### src/rtl/tm1638_key_reader.sv
// TM1638 key-scan reader: periodically issues read-key (0x42), shifts in 4 scan bytes,
// decodes S1..S8 and debounces them. Bus access is arbitrated through BUS_REQ_o/BUS_GNT_i.
module tm1638_key_reader #(
    parameter int C_FCK      = 48_000_000,
    parameter int C_FSCLK    = 500_000,
    parameter int C_FSCAN    = 100,
    parameter int C_TWAIT_US = 2,
    parameter int C_DEB_N    = 3
) (
    input  logic        CK_i,
    input  logic        XARST_i,
    input  logic        EN_i,
    output logic        BUS_REQ_o,
    input  logic        BUS_GNT_i,
    output logic        STB_o,
    output logic        SCLK_o,
    output logic        DIO_o,
    output logic        DIO_OE_o,
    input  logic        DIO_i,
    output logic [31:0] RAW_o,
    output logic [7:0]  KEY_o,
    output logic [7:0]  KEY_PRESS_o,
    output logic [7:0]  KEY_RELEASE_o,
    output logic        SCAN_DONE_o
);
    localparam int C_HALF   = C_FCK / (2 * C_FSCLK);
    localparam int C_SCAN_P = C_FCK / C_FSCAN;
    localparam int C_TW_RAW = int'((longint'(C_TWAIT_US) * longint'(C_FCK)) / 64'd1_000_000);
    localparam int C_WAIT   = (C_TW_RAW < C_HALF) ? C_HALF : C_TW_RAW;
    localparam int CW       = $clog2(C_WAIT + 1);
    localparam int SW       = $clog2(C_SCAN_P);
    localparam int DW       = $clog2(C_DEB_N + 1);
    localparam logic [7:0] CMD_RDKEY = 8'h42;

    typedef enum logic [2:0] {
        S_IDLE, S_REQ, S_SETUP, S_CMD, S_WAIT, S_RD, S_HOLD, S_END
    } state_t;

    state_t          state_q, state_d;
    logic [CW-1:0]   cnt_q, cnt_d;
    logic            phase_q, phase_d;
    logic [4:0]      bit_q, bit_d;
    logic [31:0]     sh_q, sh_d;
    logic [SW-1:0]   scan_q, scan_d;
    logic            start_q, start_d;
    logic [1:0]      sync_q, sync_d;
    logic [31:0]     raw_q, raw_d;
    logic [7:0]      key_q, key_d, press_q, press_d, release_q, release_d;
    logic [7:0]      prev_k_q, prev_k_d, k_new;
    logic [DW-1:0]   deb_q, deb_d;
    logic            half_end, last_bit, start_clr, wrap, eval;

    always_ff @(posedge CK_i or negedge XARST_i) begin
        if (!XARST_i) begin
            state_q   <= S_IDLE;
            cnt_q     <= '0;
            phase_q   <= 1'b0;
            bit_q     <= '0;
            sh_q      <= '0;
            scan_q    <= '0;
            start_q   <= 1'b0;
            sync_q    <= 2'b11;
            raw_q     <= '0;
            key_q     <= '0;
            press_q   <= '0;
            release_q <= '0;
            prev_k_q  <= '0;
            deb_q     <= '0;
        end else begin
            state_q   <= state_d;
            cnt_q     <= cnt_d;
            phase_q   <= phase_d;
            bit_q     <= bit_d;
            sh_q      <= sh_d;
            scan_q    <= scan_d;
            start_q   <= start_d;
            sync_q    <= sync_d;
            raw_q     <= raw_d;
            key_q     <= key_d;
            press_q   <= press_d;
            release_q <= release_d;
            prev_k_q  <= prev_k_d;
            deb_q     <= deb_d;
        end
    end

    assign half_end = (cnt_q == CW'(C_HALF - 1));
    assign last_bit = (state_q == S_CMD) ? (bit_q == 5'd7) : (bit_q == 5'd31);

    // Next-state: shared half-period timer drives both the command and read shifts.
    always_comb begin
        state_d   = state_q;
        cnt_d     = cnt_q + CW'(1);
        phase_d   = phase_q;
        bit_d     = bit_q;
        sh_d      = sh_q;
        start_clr = 1'b0;
        case (state_q)
            S_IDLE: begin
                cnt_d = '0;
                if (start_q) begin
                    state_d   = S_REQ;
                    start_clr = 1'b1;
                end
            end
            S_REQ: begin
                cnt_d = '0;
                if (BUS_GNT_i) state_d = S_SETUP;
            end
            S_SETUP: begin
                if (half_end) begin
                    cnt_d   = '0;
                    phase_d = 1'b0;
                    bit_d   = '0;
                    state_d = S_CMD;
                end
            end
            S_CMD, S_RD: begin
                if (half_end) begin
                    cnt_d   = '0;
                    phase_d = ~phase_q;
                    if (phase_q) begin
                        if (state_q == S_RD) sh_d = {sync_q[1], sh_q[31:1]};
                        if (last_bit) begin
                            bit_d   = '0;
                            state_d = (state_q == S_CMD) ? S_WAIT : S_HOLD;
                        end else begin
                            bit_d = bit_q + 5'd1;
                        end
                    end
                end
            end
            S_WAIT: begin
                if (cnt_q == CW'(C_WAIT - 1)) begin
                    cnt_d   = '0;
                    phase_d = 1'b0;
                    bit_d   = '0;
                    state_d = S_RD;
                end
            end
            S_HOLD: begin
                if (half_end) begin
                    cnt_d   = '0;
                    state_d = S_END;
                end
            end
            S_END: begin
                cnt_d   = '0;
                state_d = S_IDLE;
            end
            default: state_d = S_IDLE;
        endcase
    end

    // Scan timer, start flag and DIO synchronizer.
    always_comb begin
        wrap    = (scan_q == SW'(C_SCAN_P - 1));
        scan_d  = wrap ? '0 : scan_q + SW'(1);
        start_d = EN_i & ((start_q & ~start_clr) | wrap);
        sync_d  = {sync_q[0], DIO_i};
    end

    always_comb begin
        k_new = '0;
        for (int n = 0; n < 4; n++) begin
            k_new[n]     = sh_q[8*n];
            k_new[n + 4] = sh_q[8*n + 4];
        end
    end

    // Debounce is evaluated as HOLD ends so results and pulses land in the END cycle.
    always_comb begin
        eval      = (state_q == S_HOLD) && half_end;
        raw_d     = raw_q;
        key_d     = key_q;
        press_d   = '0;
        release_d = '0;
        prev_k_d  = prev_k_q;
        deb_d     = deb_q;
        if (eval) begin
            raw_d = sh_q;
            if (k_new == prev_k_q) begin
                deb_d = (deb_q >= DW'(C_DEB_N)) ? deb_q : deb_q + DW'(1);
            end else begin
                deb_d    = DW'(1);
                prev_k_d = k_new;
            end
            if (deb_d == DW'(C_DEB_N) && k_new != key_q) begin
                key_d     = k_new;
                press_d   = k_new & ~key_q;
                release_d = ~k_new & key_q;
            end
        end
    end

    always_comb begin
        STB_o     = 1'b0;
        SCLK_o    = 1'b1;
        DIO_o     = 1'b1;
        DIO_OE_o  = 1'b0;
        BUS_REQ_o = 1'b1;
        case (state_q)
            S_IDLE, S_END: begin
                STB_o     = 1'b1;
                BUS_REQ_o = 1'b0;
            end
            S_REQ:   STB_o = 1'b1;
            S_SETUP: DIO_OE_o = 1'b1;
            S_CMD: begin
                DIO_OE_o = 1'b1;
                DIO_o    = CMD_RDKEY[bit_q[2:0]];
                SCLK_o   = phase_q;
            end
            S_RD:    SCLK_o = phase_q;
            default: ;
        endcase
    end

    assign SCAN_DONE_o   = (state_q == S_END);
    assign RAW_o         = raw_q;
    assign KEY_o         = key_q;
    assign KEY_PRESS_o   = press_q;
    assign KEY_RELEASE_o = release_q;

endmodule

### config.mk
export PLATFORM = sky130hd
export DESIGN_NAME = tm1638_key_reader
export DESIGN_NICKNAME = d
export VERILOG_FILES = /design/src/rtl/tm1638_key_reader.sv
export SDC_FILE = /design/constraint.sdc
export NUM_CORES = 1
export LEC_CHECK = 0
export CORE_UTILIZATION = 30
export DETAILED_ROUTE_END_ITERATION = 10
export GPL_ROUTABILITY_DRIVEN = 0
export REMOVE_ABC_BUFFERS = 1
export SLEW_MARGIN = 5
export SYNTH_ARGS = -nofsm -noshare
export SYNTH_HDL_FRONTEND = slang
export SYNTH_SLANG_ARGS = --single-unit
### constraint.sdc
create_clock -name CK_i -period 2.5 [get_ports CK_i]
set_input_delay 0.25 -clock CK_i [delete_from_list [all_inputs] [get_ports CK_i]]
set_output_delay 0.25 -clock CK_i [all_outputs]
set_load 0.02 [all_outputs]
== Yosys cells after proc, flatten, opt, wreduce, memory -nomap -nowiden ==
Memories as Yosys holds them, arrays and structs flattened.
Cells that the tools add are included.

* $add $sub $neg: 4
* Order comparisons: 2
* Equal/unequal tests: 23
* Muxes and demuxes: 40
* Bitwise operators: 10
* Reduce and logical (&&, ||, !) cells: 15

{| class="wikitable"
|+ Operator list
! kind !! count
|-
| $mux 8 || 4
|-
| $mux 5 || 5
|-
| $mux 3 || 8
|-
| $pmux 3 s7 || 1
|-
| $pmux 7 s3 || 1
|-
| $add 19x1->19 const B || 1
|-
| $eq 19x19->1 const B || 1
|-
| $mux 19 || 1
|-
| $and 8x8->8 || 2
|-
| $not 8->8 || 2
|-
| $pmux 5 s3 || 1
|-
| $mux 7 || 2
|-
| $eq 3x3->1 const B || 4
|-
| $mux 1 || 12
|-
| $ne 2x2->1 const B || 5
|-
| $eq 8x8->1 || 1
|-
| $mux 2 || 4
|-
| $ne 8x8->1 || 1
|-
| $reduce_and 4->1 || 2
|-
| $reduce_and 8->1 || 1
|-
| $add 7x1->7 const B || 1
|-
| $eq 7x6->1 const B || 1
|-
| $eq 7x7->1 const B || 1
|-
| $eq 3x2->1 const B || 2
|-
| other kinds (21) || 30
|}

* Bits in registers: 136
* ROM bits: 8
* Word-level logic and storage cells: 109
* Memories: 1

{| class="wikitable"
|+ Memories
! memory !! depth !! width !! read ports !! clocked after memory_dff !! wr ports !! line !! RTL
|-
| (no name shown) || 8 || 1 || 1 || 0 || 0 || 211 || <nowiki>DIO_o = CMD_RDKEY[bit_q[2:0]];</nowiki>
|}

== Longest topological paths before layout ==
Gate-level depths: netlist of run 1.

* Word-level depth: 8
* Depth in mapped cells: 9

== Worst setup path after synthesis of run 1 ==
OpenSTA, ideal clock, no wires.

* Kind: register to register
* Start point: reg state_q[1]
* End point: reg state_q[1]
* Library setup time: 125 ps
* Arrival: 2271 ps
* Path slack: 104 ps
* Stages on the path, launching flop included: 9
* Period minus slack after synthesis: 2396 ps
* Cells stage by stage: dfrtp_1 > inv_1 > ha_1 > clkbuf_1 > mux2i_1 > a21oi_1 > a2111o_1 > a311oi_2 > mux2_2

* Cells in the longest elaborated chain, start to end: 6
* Elaborated cells between the ends (all ways): 24
* Those cells by class: 15 x eq/ne; 6 x mux; 3 x reduce/logical

{| class="wikitable"
|+ RTL lines
! what !! line !! RTL
|-
| from (decl) || 39 || <nowiki>state_t state_q, state_d;</nowiki>
|-
| from (signal assigned) || 70 || <nowiki>state_q <= state_d;</nowiki>
|-
| $eq 3x2->1 || 88, 98, 126 ||
|-
| $mux 2 || 126 || <nowiki>state_d = (state_q == S_CMD) ? S_WAIT : S_HOLD;</nowiki>
|-
| $mux 3 || 124 || <nowiki>if (last_bit) begin</nowiki>
|-
| $mux 3 || 122 || <nowiki>if (phase_q) begin</nowiki>
|-
| $mux 3 || 119 || <nowiki>if (half_end) begin</nowiki>
|-
| $pmux 3 s7 || 98 || <nowiki>case (state_q)</nowiki>
|}

Parallel ways exist; a longest one is shown, timed or not. The select of a mux whose other input is x is not followed.
A chain may end at the register's enable or synchronous reset.

== Worst setup path in the final report of run 1 ==
* Start point: reg state_q[0]
* End point: reg bit_q[4]

* Cells in the longest elaborated chain, start to end: 6
* Elaborated cells between the ends (all ways): 16
* Those cells by class: 8 x eq/ne; 5 x mux; 3 x reduce/logical

{| class="wikitable"
|+ RTL lines
! what !! line !! RTL
|-
| $eq 3x2->1 || 88, 98 ||
|-
| $mux 1 || 88 || <nowiki>assign last_bit = (state_q == S_CMD) ? (bit_q == 5'd7) : (bit_q == 5'd31);</nowiki>
|-
| $mux 5 || 124 ||
|-
| $mux 5 || 122 ||
|-
| $mux 5 || 119 ||
|-
| $pmux 5 s3 || 98 ||
|-
| to (signal assigned) || 73 || <nowiki>bit_q <= bit_d;</nowiki>
|-
| to (decl) || 42 || <nowiki>logic [4:0] bit_q, bit_d;</nowiki>
|}

Parallel ways exist; a longest one is shown, timed or not. The select of a mux whose other input is x is not followed.

==> metrics.log, run 1 <==
INFO  metric routed_wl = 11800 µm
INFO  metric power.static_leakage = 3.59 nW
INFO  metric netlist.area_leader.share = 0.566
INFO  metric fp.dieH = 143 µm
INFO  metric die_area = 20300 µm²
INFO  metric antenna_violating_nets_post_route = 0
INFO  metric final-setup-viol-count = 1
INFO  metric post-synth-top-count-cell = sky130_fd_sc_hd__dfrtp_1
INFO  metric max_slew.worst_pin.slew = roughly 930 ps
INFO  metric antenna-diode-count = 0
INFO  metric minimum_clock_period_after_layout = 2530 ps
INFO  metric first_iter_violations = 151
INFO  metric synthTopCellsByArea = sky130_fd_sc_hd__dfrtp_1 (57%), sky130_fd_sc_hd__mux2_2 (11%), sky130_fd_sc_hd__ha_1 (5.5%)
INFO  metric worst_setup_hold_path_clk_slew = 50 ps
INFO  metric grt_setup_unrepaired = true
INFO  metric initial_utilization = 0.305
INFO  metric fin_ws = -32.1 ps
INFO  metric yosysWarnings = 0
INFO  metric synth_edf_count = 0
INFO  metric share_of_the_yosys_chip_area_belonging_to_registers = 0.575
INFO  metric most_common_flop_cell_mapped_by_yosys = sky130_fd_sc_hd__dfrtp_1
INFO  metric worst-path-buf-inv = 2
INFO  metric numPlacedInstances = 810
INFO  metric cts_htree_levels = 4
INFO  metric cts_tree = yes
INFO  metric via_per_inst = ~4.5
INFO  metric cts_inserted_buffers = 17
INFO  metric groute.usage.overall = 0.128
INFO  metric clock.fmax = 395 MHz
INFO  metric crit_path_end_kind = flop
INFO  metric power.density_cell_area = 605 nW/µm²
INFO  metric antenna_found_initial = 0
INFO  metric slew_headroom = 0.376
INFO  metric run_status = complete, but fails checks
INFO  metric clock-skew-final = 6.92 ps
INFO  metric portBuffers = 66
INFO  metric worst_path_largest_cell_delay = 540 ps
INFO  metric drive_gt1_frac = 0.212
INFO  metric detailroute.wirelength.met2 = 5490 µm
INFO  metric timing.critical_path.cells = inv_1, ha_1, inv_1, nor4_1, o22ai_2, or2_2, o41ai_1
INFO  metric drcViolationCount = 0
INFO  metric number_of_global_route_vias_before_repair = 4017
INFO  metric cts-root-to-sink-buffers = 2
INFO  metric detailedPlace.worstSlack = approximately 35 ps
INFO  metric top_layer = met4
INFO  metric die-width = 143 µm
INFO  metric postSynthAreaPerCell = 12.3 µm²
INFO  metric grt_start_max_net_pins = just over 60
INFO  metric dp_hpwl = 8080 µm
INFO  metric nets = ~600
INFO  metric ioPinCount = 67
INFO  metric yosysTopAreaCell = sky130_fd_sc_hd__dfrtp_1
INFO  metric worstSkewPairLatency = ~410 ps
INFO  metric cts_root_buffer = sky130_fd_sc_hd__clkbuf_16
INFO  metric hold_crit_path_type = primary input to flop
INFO  metric regArea = 3410 µm²
INFO  metric kind_of_start_point_of_the_critical_path = flop
INFO  metric grt_overflow = 0
INFO  metric grt_pass1_wl = 19900 µm
INFO  metric syn-instance-count = 480
INFO  metric area_growth_from_synthesis_to_final_layout = 28.7%
INFO  metric synth-seq-cells = 136
INFO  metric holdWs = about 250 ps
INFO  metric failing_checks = negative setup slack
INFO  metric cp_dominant_cell_by_count = sky130_fd_sc_hd__inv_1
INFO  metric timing_hold_violations_final = 0
INFO  metric tns = -32.1 ps
INFO  metric ir_worst_vdd = 447 µV
INFO  metric max_slew_violation_count = 0
INFO  metric synth.cell_area = around 6000 µm²
INFO  metric arrival = 2830 ps
INFO  metric post-route-period-util = 1.01
INFO  metric wirelength_met1 = 5460 µm
INFO  metric route.met3.wl = between 600 and 700 µm
INFO  metric firstDrtPassIters = 4
INFO  metric max_cap_violations = 0
INFO  metric yosys-top-cells-count = sky130_fd_sc_hd__dfrtp_1 (134), sky130_fd_sc_hd__mux2_2 (58), sky130_fd_sc_hd__nor2_1 (29)
INFO  metric path_delay_family = simple AND/OR/NAND/NOR gates
INFO  metric core_area = around 19000 µm²
INFO  metric placement_rows = 51
INFO  metric clock_sinks = 136
INFO  metric worstPathRequired = 2790 ps
INFO  metric final_cells = 845
INFO  metric yosys.cell_types.count = 49
INFO  metric wl_per_cell = 14.0 µm
INFO  metric multi_input_area = 2390 µm²
INFO  metric synthArstFlopShare = 1.00
INFO  metric fillerInstances = roughly 1900
INFO  metric timing.critical_path.slowest_stage_cell = sky130_fd_sc_hd__nor4_1
INFO  metric vias = 3816
INFO  metric cp_max_fo = 7
INFO  metric timing_worst_setup_path_type = flop to flop
-- metal layers --
| metal | global-route usage | vias to the layer above |
|---|---|---|
| li1 | - | 1830 |
| met1 | 0.158 | 1893 |
| met2 | 0.199 | 76 |
| met3 | 0.0434 | 17 |
| met4 | 0.0634 | 0 |
| met5 | 0 | - |
-- flip-flops by register name, indices dropped and copies added, names as in the netlist --
register       flops
cnt_q              7
RAW_o             32
KEY_PRESS_o        8
bit_q              5
state_q            3
phase_q            1
prev_k_q           8
sh_q              32
sync_q             2
deb_q              2
KEY_RELEASE_o      8
scan_q            19
start_q            1
KEY_o              8
-- cell type report --
cell class,count,share of cell area
Clock buffer,24,0.0645
Inverter,26,0.0128
Sequential cell,136,0.447
Timing Repair Buffer,85,0.110
Clock inverter,7,0.00903
Tap cell,265,0.0435
Multi-Input combinational cell,302,0.314
-- kinds of logic (layout without fill, tap and decap cells) --
family                     Yosys count  in the layout  synth area share
AOI/OAI and AO/OA                   53             53            0.0570
xor gates and xnor gates            29             29            0.0429
adders and majority gates           26             26            0.0549
buffers and inverters               43            142            0.0294
DFF                                136            136             0.575
muxes                               71             71             0.132
and+or+nand+nor                    122            123             0.109
-- power by group --
part	switching [mW]	internal (mW)	leakage (nW)	total, mW
Clock	0.888	1.46	0.272	2.35
Combinational	0.0440	0.0120	1.46	0.0560
Sequential	0.000378	2.21	1.86	2.21
Total	0.932	3.68	3.59	4.61
-- final timing paths --
check | startpoint | endpoint | slack, ps | cells after the start
setup / recovery | state_q[0] | bit_q[4] | -30 | 7
hold / removal | DIO_i | sync_q[0] | 250 | 1
setup reg to reg | state_q[0] | bit_q[4] | -30 | 7
hold reg to reg | sync_q[0] | sync_q[1] | 350 | 0
max in group asynchronous | XARST_i | RAW_o[23] | 1420 | 3
min in group asynchronous | XARST_i | RAW_o[31] | 380 | 2
-- through the flow --
step,cell area [µm²],power [mW],util
after floorplan,5850,2.25,-
after global placement,6990,2.30,0.360
after detailed placement,6990,2.30,0.360
after CTS,7580,4.68,0.391
after global routing,7620,4.80,0.393
final,7620,4.61,0.393
-- cell usage in the layout (no fill, tap or decap), types with 7 or more instances in the layout --
cell	count
sky130_fd_sc_hd__dfrtp_1	134
sky130_fd_sc_hd__buf_4	16
sky130_fd_sc_hd__nand4_1	7
sky130_fd_sc_hd__xnor2_1	10
sky130_fd_sc_hd__nor2_1	28
sky130_fd_sc_hd__and2_1	18
sky130_fd_sc_hd__mux2i_1	12
sky130_fd_sc_hd__o21ai_0	27
sky130_fd_sc_hd__xor2_1	19
sky130_fd_sc_hd__clkdlybuf4s50_1	63
sky130_fd_sc_hd__mux2_2	58
sky130_fd_sc_hd__ha_1	25
sky130_fd_sc_hd__nand2_1	27
sky130_fd_sc_hd__clkbuf_16	17
sky130_fd_sc_hd__inv_1	26
sky130_fd_sc_hd__nand3_1	13
-- what timing repair did --
item                                    CTS  global route
endpoints found under the hold margin    56             0
gates resized for setup                   2             7
hold buffers                              1             0
endpoints found under the setup margin    1            20
setup buffers                             2             0
pin swaps                                 0             1
gates cloned                              0             1
Note: power is estimated with default switching activity, not from simulation.
==> run 2, diff against run 1 <==
CTS_CLUSTER_DIAMETER = 80   (was default)
SKIP_LAST_GASP = 1   (was default)
SLEW_MARGIN = default   (was 5)
==> run 2 against run 1 <==
- the flow still finishes with violations (negative setup slack)
- routed wire length is essentially flat
- largest power group unchanged
- first-iteration DRC count is the same
- die area unchanged
- clock skew is the same
- utilization is essentially flat
- combinational power is essentially flat
- global-route usage did not move
- design area is essentially flat
- non-clock buffer count unchanged
- via count is the same
==> metrics.log, run 2 (synthesized netlist as in run 1, its figures left out) <==
INFO  metric grt_start_max_net_pins = 62
INFO  metric kind_of_start_point_of_the_critical_path = flop
INFO  metric cts_root_buffer = sky130_fd_sc_hd__clkbuf_16
INFO  metric worst_r2r_startpoint = state_q[0]
INFO  metric routed_wl = 11800 µm
INFO  metric area_growth_from_synthesis_to_final_layout = 28.7%
INFO  metric worst_r2r_path_depth = 7
INFO  metric worstPathRequired = 2790 ps
INFO  metric antenna_found_initial = 0
INFO  metric failing_checks = negative setup slack
INFO  metric hold_crit_path_type = primary input to flop
INFO  metric timing_worst_setup_path_type = flop to flop
INFO  metric worstSkewPairLatency = 410 ps
INFO  metric final_instance_area = 7620 µm²
INFO  metric netSwitchingFraction = 0.202
INFO  metric final-setup-viol-count = 1
INFO  metric max_slew_violation_count = 0
INFO  metric run_status = complete, but fails checks
INFO  metric layout_common_cells = sky130_fd_sc_hd__dfrtp_1 (134), sky130_fd_sc_hd__clkdlybuf4s50_1 (64), sky130_fd_sc_hd__mux2_2 (58)
INFO  metric r2r_slack = -30 ps
INFO  metric portBuffers = 66
INFO  metric critPathCapture = bit_q[4]
INFO  metric mostFrequentLayoutCell = sky130_fd_sc_hd__dfrtp_1
INFO  metric clk_network_pwr_share = 0.510
INFO  metric internal_power = 3.68 mW
INFO  metric netSwitchingPower = 932 µW
INFO  metric clock.fmax = between 300 and 400 MHz
INFO  metric number_of_global_route_vias_before_repair = roughly 4000
INFO  metric grt_overflow = 0
INFO  metric max_slew.worst_pin.slew = between 900 and 1000 ps
INFO  metric post-route-period-util = 1.01
INFO  metric cts_htree_levels = 4
INFO  metric initial_utilization = 0.305
INFO  metric die-width = 143 µm
INFO  metric finish.utilization = 0.393
INFO  metric hp-start = DIO_i
INFO  metric firstDrtPassIters = 4
INFO  metric power.static_leakage = 3.59 nW
INFO  metric slew_headroom = 0.376
INFO  metric grt_pass1_wl = 19900 µm
INFO  metric cts-root-to-sink-buffers = 2
INFO  metric tns = -32.1 ps
INFO  metric drcViolationCount = 0
INFO  metric postPlaceCellArea = 6990 µm²
INFO  metric power_frac_comb = 0.012
INFO  metric vias = ~3800
INFO  metric power.density_cell_area = 605 nW/µm²
INFO  metric via_per_inst = 4.52
INFO  metric minimum_clock_period_after_layout = 2530 ps
INFO  metric final_cells = 845
INFO  metric design_power_total = 4.61 mW
INFO  metric core_area = 19400 µm²
INFO  metric startpoint = state_q[0]
INFO  metric arrival = 2830 ps
INFO  metric groute.usage.overall = 0.128
INFO  metric clock_sinks = 136
INFO  metric antenna_violating_nets_post_route = 0
INFO  metric crit_path_end_kind = flop
INFO  metric first_iter_violations = about 150
INFO  metric fin_ws = -32.1 ps
INFO  metric placement_rows = slightly above 50
INFO  metric ioPinCount = 67
INFO  metric worst_setup_hold_path_clk_slew = 50 ps
INFO  metric power.share.sequential = 0.478
INFO  metric numPlacedInstances = 810
INFO  metric ir_worst_vdd = 447 µV
INFO  metric timing_hold_violations_final = 0
INFO  metric cp_max_fo = 7
INFO  metric cts_tree = yes
INFO  metric drive_gt1_frac = 0.212
INFO  metric antenna-diode-count = 0
INFO  metric fp.dieH = 143 µm
INFO  metric dp_hpwl = 8080 µm
INFO  metric wl_per_cell = around 14 µm
INFO  metric clock-skew-final = just under 7 ps
INFO  metric grt_setup_unrepaired = true
INFO  metric cts_inserted_buffers = 17
INFO  metric die_area = roughly 20000 µm²
INFO  metric max_cap_violations = 0
INFO  metric critical_path.reg2reg.endpoint = bit_q[4]
INFO  metric nets = about 600
==> run 2: worst max-delay path: stages (launching register included) <==
cell                      delay [ps]
sky130_fd_sc_hd__dfrtp_1         410
sky130_fd_sc_hd__inv_1           120
sky130_fd_sc_hd__ha_1            330
sky130_fd_sc_hd__inv_1           150
sky130_fd_sc_hd__nor4_1          540
sky130_fd_sc_hd__o22ai_2         200
sky130_fd_sc_hd__or2_2           340
sky130_fd_sc_hd__o41ai_1         330
==> run 2: cell type report <==
| class | count | area [µm²] |
|---|---|---|
| fillers | 1868 | 11800 |
| flip-flops and latches | 136 | 3410 |
| multi-input cells | 302 | 2390 |
| repair buffers | 85 | 835 |
| clock buffers | 24 | 492 |
| well taps | 265 | 332 |
| inverters | 26 | 97.6 |
| clock inverters | 7 | 68.8 |
==> run 2: power by group through the flow <==
stage / clock network [mW] / logic, mW / registers [mW]
floorplan: 0 / 0.000130 / 2.25
global placement: 0 / 0.0575 / 2.24
finish: 2.35 / 0.0560 / 2.21
detailed placement: 0 / 0.0591 / 2.24
CTS: 2.42 / 0.0607 / 2.21
global route: 2.53 / 0.0660 / 2.20
==> run 2: how the worst min path moves through the flow <==
stage / endpoint / slack [ps] / depth (start not counted)
global route: sync_q[0] / 240 / 1
CTS: sync_q[0] / 230 / 1
floorplan: KEY_PRESS_o[0] / -50 / 0
global placement: bit_q[1] / 270 / 1
finish: sync_q[0] / 250 / 1
detailed placement: bit_q[1] / 280 / 1
==> run 2: repair_timing <==
action / in CTS / in global routing
hold buffers: 1 / 0
gates cloned: 0 / 1
setup buffers: 2 / 0
pin swaps: 0 / 1
hold endpoints to repair: 56 / 0
endpoints found under the setup margin: 1 / 20
resized for setup: 2 / 6
==> run 2: metrics by stage <==
| stage | hold slack [ps] | setup slack, ps |
|---|---|---|
| floorplan | -45.6 | -274 |
| global placement | 274 | 147 |
| detailed placement | 279 | 35.1 |
| CTS | 228 | 43.5 |
| global route | 240 | -128 |
| finish | 248 | -32.1 |
==> run 2: per-layer routing <==
metal / wire length (µm) / vias up / GRT usage
met4: 245 / 0 / 0.0634
met3: 627 / 17 / 0.0434
li1: - / 1830 / -
met1: 5460 / 1893 / 0.158
met5: 0 / - / 0
met2: 5490 / 76 / 0.199
